`src/rtl/tx_qpsk_framer.sv`:
```
// tx_qpsk_framer
//   Builds transmit frames from a byte stream: a PRE_LEN-symbol PN preamble
//   (x^6+x^5+1 m-sequence, LFSR restarted at every frame) followed by
//   PAYLOAD_BYTES bytes QPSK-mapped MSB dibit first. Each symbol is repeated
//   for SPS samples. Samples are {I[11:0],Q[11:0]}, +/-AMP two's complement.
//
// Ports
//   clk        system clock
//   rst        synchronous reset, active high
//   in_data    payload byte          (in_valid/in_ready handshake)
//   in_valid   in_data valid
//   in_ready   one-byte buffer is empty
//   out_data   {I,Q} sample          (out_valid/out_ready handshake)
//   out_valid  out_data valid
//   out_ready  sink accepts sample
//
// Configuration
//   TX_IDLE_FILL_EN  when defined, IDLE emits zero-carrier samples with
//                    out_valid=1; a frame starts only after the current zero
//                    sample has transferred.
module tx_qpsk_framer #(
    parameter int SPS           = 8,
    parameter int PRE_LEN       = 63,
    parameter int PAYLOAD_BYTES = 26,
    parameter int AMP           = 1024
) (
    input  logic        clk,
    input  logic        rst,
    input  logic [7:0]  in_data,
    input  logic        in_valid,
    output logic        in_ready,
    output logic [23:0] out_data,
    output logic        out_valid,
    input  logic        out_ready
);
    localparam int SW  = (SPS > 1) ? $clog2(SPS) : 1;
    localparam int SYW = $clog2(4 * PAYLOAD_BYTES + PRE_LEN + 1);
    localparam logic [11:0] POS = 12'(AMP);
    localparam logic [11:0] NEG = 12'(-AMP);

    typedef enum logic [1:0] {IDLE, PREAMBLE, PAYLOAD} state_t;

    state_t          state, state_nxt;
    logic [7:0]      buf_data;
    logic            buf_full;
    logic [7:0]      shifter;
    logic            sh_full;
    logic [5:0]      lfsr;
    logic [SW-1:0]   samp_cnt;
    logic [SYW-1:0]  sym_cnt;

    logic xfer, accept, sym_end, pre_last, pay_last, byte_end;
    logic go, start, refill, resume, move;

    assign in_ready = !rst && !buf_full;
    assign accept   = in_valid && in_ready;
    assign xfer     = out_valid && out_ready;
    assign sym_end  = xfer && (state != IDLE) && (samp_cnt == SW'(SPS - 1));
    assign pre_last = (sym_cnt == SYW'(PRE_LEN - 1));
    assign pay_last = (sym_cnt == SYW'(4 * PAYLOAD_BYTES - 1));
    assign byte_end = sym_end && (state == PAYLOAD) && (sym_cnt[1:0] == 2'd3);

`ifdef TX_IDLE_FILL_EN
    // Leave IDLE only on a zero-sample boundary.
    assign go = buf_full && out_ready;
`else
    assign go = buf_full;
`endif
    assign start  = (state == IDLE) && go;
    // End of a byte with the next one already buffered: reload without a
    // bubble. This also covers the frame rollover into the next preamble.
    assign refill = byte_end && buf_full;
    // Underrun recovery: the shifter ran dry and a byte has now arrived.
    assign resume = (state == PAYLOAD) && !sh_full && buf_full;
    assign move   = start || refill || resume;

    // State register
    always_ff @(posedge clk) begin
        if (rst) state <= IDLE;
        else     state <= state_nxt;
    end

    // Next-state logic
    always_comb begin
        state_nxt = state;
        case (state)
            IDLE:     if (start) state_nxt = PREAMBLE;
            PREAMBLE: if (sym_end && pre_last) state_nxt = PAYLOAD;
            PAYLOAD:  if (sym_end && pay_last) state_nxt = buf_full ? PREAMBLE : IDLE;
            default:  state_nxt = IDLE;
        endcase
    end

    // Output logic: purely from registered state, so data holds while stalled.
    always_comb begin
        out_valid = 1'b0;
        out_data  = 24'h000000;
        case (state)
`ifdef TX_IDLE_FILL_EN
            IDLE:     out_valid = !rst;
`endif
            PREAMBLE: begin
                out_valid = 1'b1;
                out_data  = lfsr[5] ? {NEG, NEG} : {POS, POS};
            end
            PAYLOAD: begin
                out_valid = sh_full;
                out_data  = {shifter[7] ? NEG : POS, shifter[6] ? NEG : POS};
            end
            default: ;
        endcase
    end

    // Datapath: byte buffer, shifter, counters, LFSR
    always_ff @(posedge clk) begin
        if (rst) begin
            buf_data <= 8'h00;
            buf_full <= 1'b0;
            shifter  <= 8'h00;
            sh_full  <= 1'b0;
            lfsr     <= 6'b111111;
            samp_cnt <= '0;
            sym_cnt  <= '0;
        end else begin
            buf_full <= accept || (buf_full && !move);
            if (accept) buf_data <= in_data;

            if (move) begin
                shifter <= buf_data;
                sh_full <= 1'b1;
            end else if (byte_end) begin
                sh_full <= 1'b0;
            end else if (sym_end && state == PAYLOAD) begin
                shifter <= {shifter[5:0], 2'b00};
            end

            if (xfer && state != IDLE)
                samp_cnt <= sym_end ? '0 : samp_cnt + 1'b1;

            if (start)
                sym_cnt <= '0;
            else if (sym_end) begin
                if ((state == PREAMBLE && pre_last) || (state == PAYLOAD && pay_last))
                    sym_cnt <= '0;
                else
                    sym_cnt <= sym_cnt + 1'b1;
            end

            if (start || (sym_end && state == PAYLOAD && pay_last))
                lfsr <= 6'b111111;
            else if (sym_end && state == PREAMBLE)
                lfsr <= {lfsr[4:0], lfsr[5] ^ lfsr[4]};
        end
    end
endmodule

```
`config.mk`:
```
export PLATFORM = sky130hd
export DESIGN_NAME = tx_qpsk_framer
export DESIGN_NICKNAME = d
export VERILOG_FILES = /design/src/rtl/tx_qpsk_framer.sv
export SDC_FILE = /design/constraint.sdc
export NUM_CORES = 1
export LEC_CHECK = 0
export CORE_MARGIN = 2
export CORE_UTILIZATION = 25
export CTS_CLUSTER_SIZE = 14
export DETAILED_ROUTE_END_ITERATION = 8
export SLEW_MARGIN = 20
export SYNTH_ARGS = -nofsm -noshare
export SYNTH_HDL_FRONTEND = slang
export SYNTH_SLANG_ARGS = --single-unit
```
`constraint.sdc`:
```
create_clock -name clk -period 1.98 [get_ports clk]
set_input_delay 0.396 -clock clk [delete_from_list [all_inputs] [get_ports clk]]
set_output_delay 0.396 -clock clk [all_outputs]
set_load 0.01 [all_outputs]
```
# After elaboration in Yosys (flattened, before gate mapping)
# Cells that the tools add are included.
# Widths: inputs -> output; s select.
# word_totals
ff_bits	37
# op_classes
n_addsub	2
eq_ne	10
n_mux	17
n_bitwise	1
reduce_logical	35
# ops
cell	n
$pmux 24 s2	1
$mux 8	4
$mux 12	2
$mux 24	1
$logic_and 1x1->1	18
$add 8x1->8 const B	1
$eq 8x6->1 const B	1
$eq 8x7->1 const B	1
$mux 2	3
$pmux 2 s3	1
$reduce_bool 2->1	3
$logic_or 1x1->1	5
$eq 2x2->1 const B	2
$logic_not 1->1	4
$ne 2x1->1 const B	2
$ne 2x2->1 const B	2
$reduce_or 2->1	2
$add 3x1->3 const B	1
$eq 3x3->1 const B	1
$mux 1	3
$mux 3	1
$reduce_and 3->1	1
$eq 2x1->1 const B	1
$logic_not 2->1	1
3 further kinds	3

# Longest topological paths before layout
# logic_depth
ltp_word	13
depth_mapped	8
depth_no_buf	6

# Least setup slack after synthesis
# OpenSTA, ideal clock, no wires.
# synth_timing
path_kind	register to register
start	reg state[1]
end	reg state[0]
setup_time_ns	0.123
arrival_time_ns	1.897
required_time_ns	1.857
slack_ns	-0.040
stages_incl_launch_ff	7
synth_period_minus_slack_ns	2.020
path_cell_list	dfxtp_1 inv_1 ha_1 nand4b_4 o41ai_2 o221ai_2 mux2_1
# synth_via
elab_chain_cells	8
# synth_rtl
item	line_no	source
from (decl)	43	state_t state, state_nxt;
from (signal assigned)	80	else state <= state_nxt;
$eq 2x2->1 or $eq 2x1->1 (tied branches)	86, 98	
$pmux 1 s2	98	case (state)
$logic_and 1x1->1	57	assign xfer = out_valid && out_ready;
$logic_and 1x1->1 (2 in a row)	58	assign sym_end = xfer && (state != IDLE) && (samp_cnt == SW'(SPS - 1));
$logic_and 1x1->1, on equally long branches	88, 89	
$ne 2x2->1 (no source line) or $ne 2x1->1 (tied branches)	-	
$reduce_and 3->1 (no source line)	-	
# Parallel ways exist; a longest one is shown, timed or not.
# A chain may end at the register's enable or synchronous reset.

# Worst setup path after layout
# layout_timing
start	reg state[0]
end	reg sym_cnt[4]
# layout_via
elab_chain_cells	5
# layout_rtl
item	line_no	source
$eq 2x2->1 or $eq 2x1->1 (tied branches)	98, 143	
$pmux 1 s2	98	
$logic_and 1x1->1	57	
$logic_and 1x1->1 (2 in a row)	58	
to (signal assigned)	146	sym_cnt <= sym_cnt + 1'b1;
to (decl)	50	logic [SYW-1:0] sym_cnt;
# Parallel ways exist; a longest one is shown, timed or not.

==> impl_metrics.csv <==
group,metric,value,unit
synth,yosys_register_bits,37,
synth,ys.flop_type,"dfxtp_1",
power_and_ir_drop,total_power,2430,uW
finish,fin_nets,280,
floorplanning,die_h,93.5,um
critical_path,worstSetupPathType,"flip-flop to flip-flop",
floorplanning,rows,32,
critical_path,slowest_stage,"dfxtp_2",
grt,grt_pass1_vias,1401,
cts,htree_levels,2,
floorplanning,initial_utilization,0.259,
sta,hold_violations,0,
route,dr.pass1.iters,4,
cts,clkTransAtPathRegs,0.08,ns
critical_path,cpMostUsedCell,"buf_6",
synth,synth_area_leaders,"dfxtp_1 (37%), buf_4 (8.3%), mux2i_1 (6.5%)",
sta,clock.fmax,512,MHz
finish,antenna_cells_inserted,0,
grt,overflow,0,
critical_path,cp_slowest_stage_delay,0.36,ns
floorplanning,core-area,7730,sq um
route,drt-vias-per-instance,4.36,
finish,drive_above_1_share,0.249,
finish,final_util,0.336,
route,drc,0,
synth,synth_warnings,0,
route,routed_wl,4170,um
placement,dpl.hpwl,2860,um
sta,finalMaxSlewViolations,0,
power_and_ir_drop,p_leak,0.000977,uW
placement,io_buffer_count,17,
critical_path,crit_path_end_kind,"flip-flop",
power_and_ir_drop,peakVddDrop,0.000301,V
critical_path,crit_family,"simple AND/OR/NAND/NOR gates",
power_and_ir_drop,power_density,935,nW/um^2
sta,period_needed,1.95,ns
sta,setup_ws,0.0272,ns
sta,setup_tns,0,ns
floorplanning,chipWidth,93.5,um
cts,cts_hold_buffers,0,
cts,cts_root_buffer,"clkbuf_8",
floorplanning,num_io_pins,38,
critical_path,path_max_fanout,8,
finish,areaGrowthSynthToFinish,29.7,%
route,vias,1583,
synth,avgSynthCellArea,8.94,sq um
grt,antenna_found_initial,0,
synth,ys_types,41,
critical_path,cp-start-kind,"flip-flop",
sta,finalSetupViolCount,0,
cts,cts_buffers,5,
cts,cts_buffer_depth,2,
worst_hold_path,hold_class,"flip-flop to flip-flop",
placement,routabilityCongestion,0.757,
route,drtIter0Drc,90,
critical_path,path_buf_inv,4,
synth,ys_seq_area_frac,0.370,
synth,yosysTopAreaCell,"dfxtp_1",
synth,synth-edff-count,0,
finish,fillers,814,
sta,finalCritPeriodShare,0.986,
grt,grt_pass1_wl,6690,um
floorplanning,die-area,8740,sq um
synth,netlist_instances,224,
cts,cts_tree,"built",
run_status,outcome,"finished, final reports clean",
cts,clk_latency,0.29,ns
critical_path,arrival,2.14,ns
synth,synth_top_area_frac,0.370,
job,drv_cap,0,
grt,grt_max_degree,16,
critical_path,path_cells,"inv_4 > ha_4 > buf_6 > nand4b_4 > buf_6 > nor4_1 > a2111o_1 > buf_4 > nor2_1",
route,antenna_left,0,
grt,grt.total_usage,0.0963,
synth,synth_area,2000,sq um
sta,rsz0062_at_grt,"true",
synth,async_flop_share,0,
critical_path,critPathRequiredTime,2.16,ns
cts,clock-sinks,37,
route,drt-wirelength-per-cell,11.5,um
placement,dp_slack,-0.136,ns
sta,fin_worst_skew,0.0107,ns
cell usage after synthesis, types with 4 or more instances:
cell / n
ha_1: 8
a211oi_2: 6
inv_1: 6
dfxtp_1: 37
a21oi_1: 14
buf_4: 22
nand3b_1: 4
nor2_1: 22
clkbuf_1: 5
nor3_1: 5
mux2i_1: 13
nand2_1: 31
xnor2_1: 8
final timing paths:
path,cells after the start,endpoint,from,slack (ns)
max,9,sym_cnt[4],state[0],0.03
min,2,shifter[0],buf_data[0],0.45
max reg2reg,9,sym_cnt[4],state[0],0.03
min reg2reg,2,shifter[0],buf_data[0],0.45
through the flow:
step	hold slack (ns)	instances	cell area, sq um
after global placement	0.447	349	2330
after global routing	0.467	363	2600
after floorplan	0.432	243	2090
final	0.454	363	2600
after detailed placement	0.450	349	2330
after CTS	0.457	360	2510
layer usage:
metal / global-route usage / share of wire / vias to the layer above
met1: 0.135 / 0.50 / 733
li1: - / - / 802
met3: 0.0210 / 0.043 / 6
met5: 0 / 0 / -
met2: 0.140 / 0.44 / 42
met4: 0.0441 / 0.019 / 0
tightest hold or removal path, cell delays in order (launching register included):
cell and delay, ns:
dfxtp_1 0.32, nand2_1 0.05, a21oi_1 0.05
flip-flops by register name, summed over array words and instances, names as in the netlist:
register and flops:
buf_data 8, buf_full 1, lfsr 6, samp_cnt 3, sh_full 1, shifter 8, state 2, sym_cnt 8
area by class of cell:
class	count	area, sq um	share of cell area
repair buffers	42	372	0.143
inverters	6	25.0	0.00963
flip-flops and latches	37	744	0.287
clock buffers	5	68.8	0.0265
clock inverters	3	65.1	0.0250
well taps	102	128	0.0491
multi-input cells	168	1190	0.460
cells by family after synthesis:
| kind of cell | Yosys count | share of synthesized area |
|---|---|---|
| adder cells (fa/ha/maj) | 8 | 0.0500 |
| AO/OA/AOI/OAI | 35 | 0.136 |
| other | 1 | 0.00187 |
| XOR/XNOR | 8 | 0.0350 |
| AND/OR/NAND/NOR | 83 | 0.218 |
| multiplexers | 14 | 0.0706 |
| flip-flops | 37 | 0.370 |
| buffers and inverters | 38 | 0.118 |
layout by cell type, fill, tap and decap left out, types with 4 or more instances in the layout:
cell type         n
a211oi_2          7
a21oi_1          14
buf_4            22
clkbuf_8          5
clkdlybuf4s50_1  12
conb_1           20
dfxtp_1          34
inv_1             4
mux2i_1          10
nand2_1          31
nand3b_1          4
nor2_1           22
nor3_1            5
xnor2_1           8
power by group:
part           switching [uW]  internal (uW)
Combinational             408            378
Sequential               57.2            807
Clock                     278            500
what timing repair did:
item                                    4_1_cts  5_1_grt
gates resized for setup                      17       19
buffers inserted                              3        3
pin swaps                                     3        4
endpoints found under the setup margin       15       19
Power figures use the tool's default switching activity.
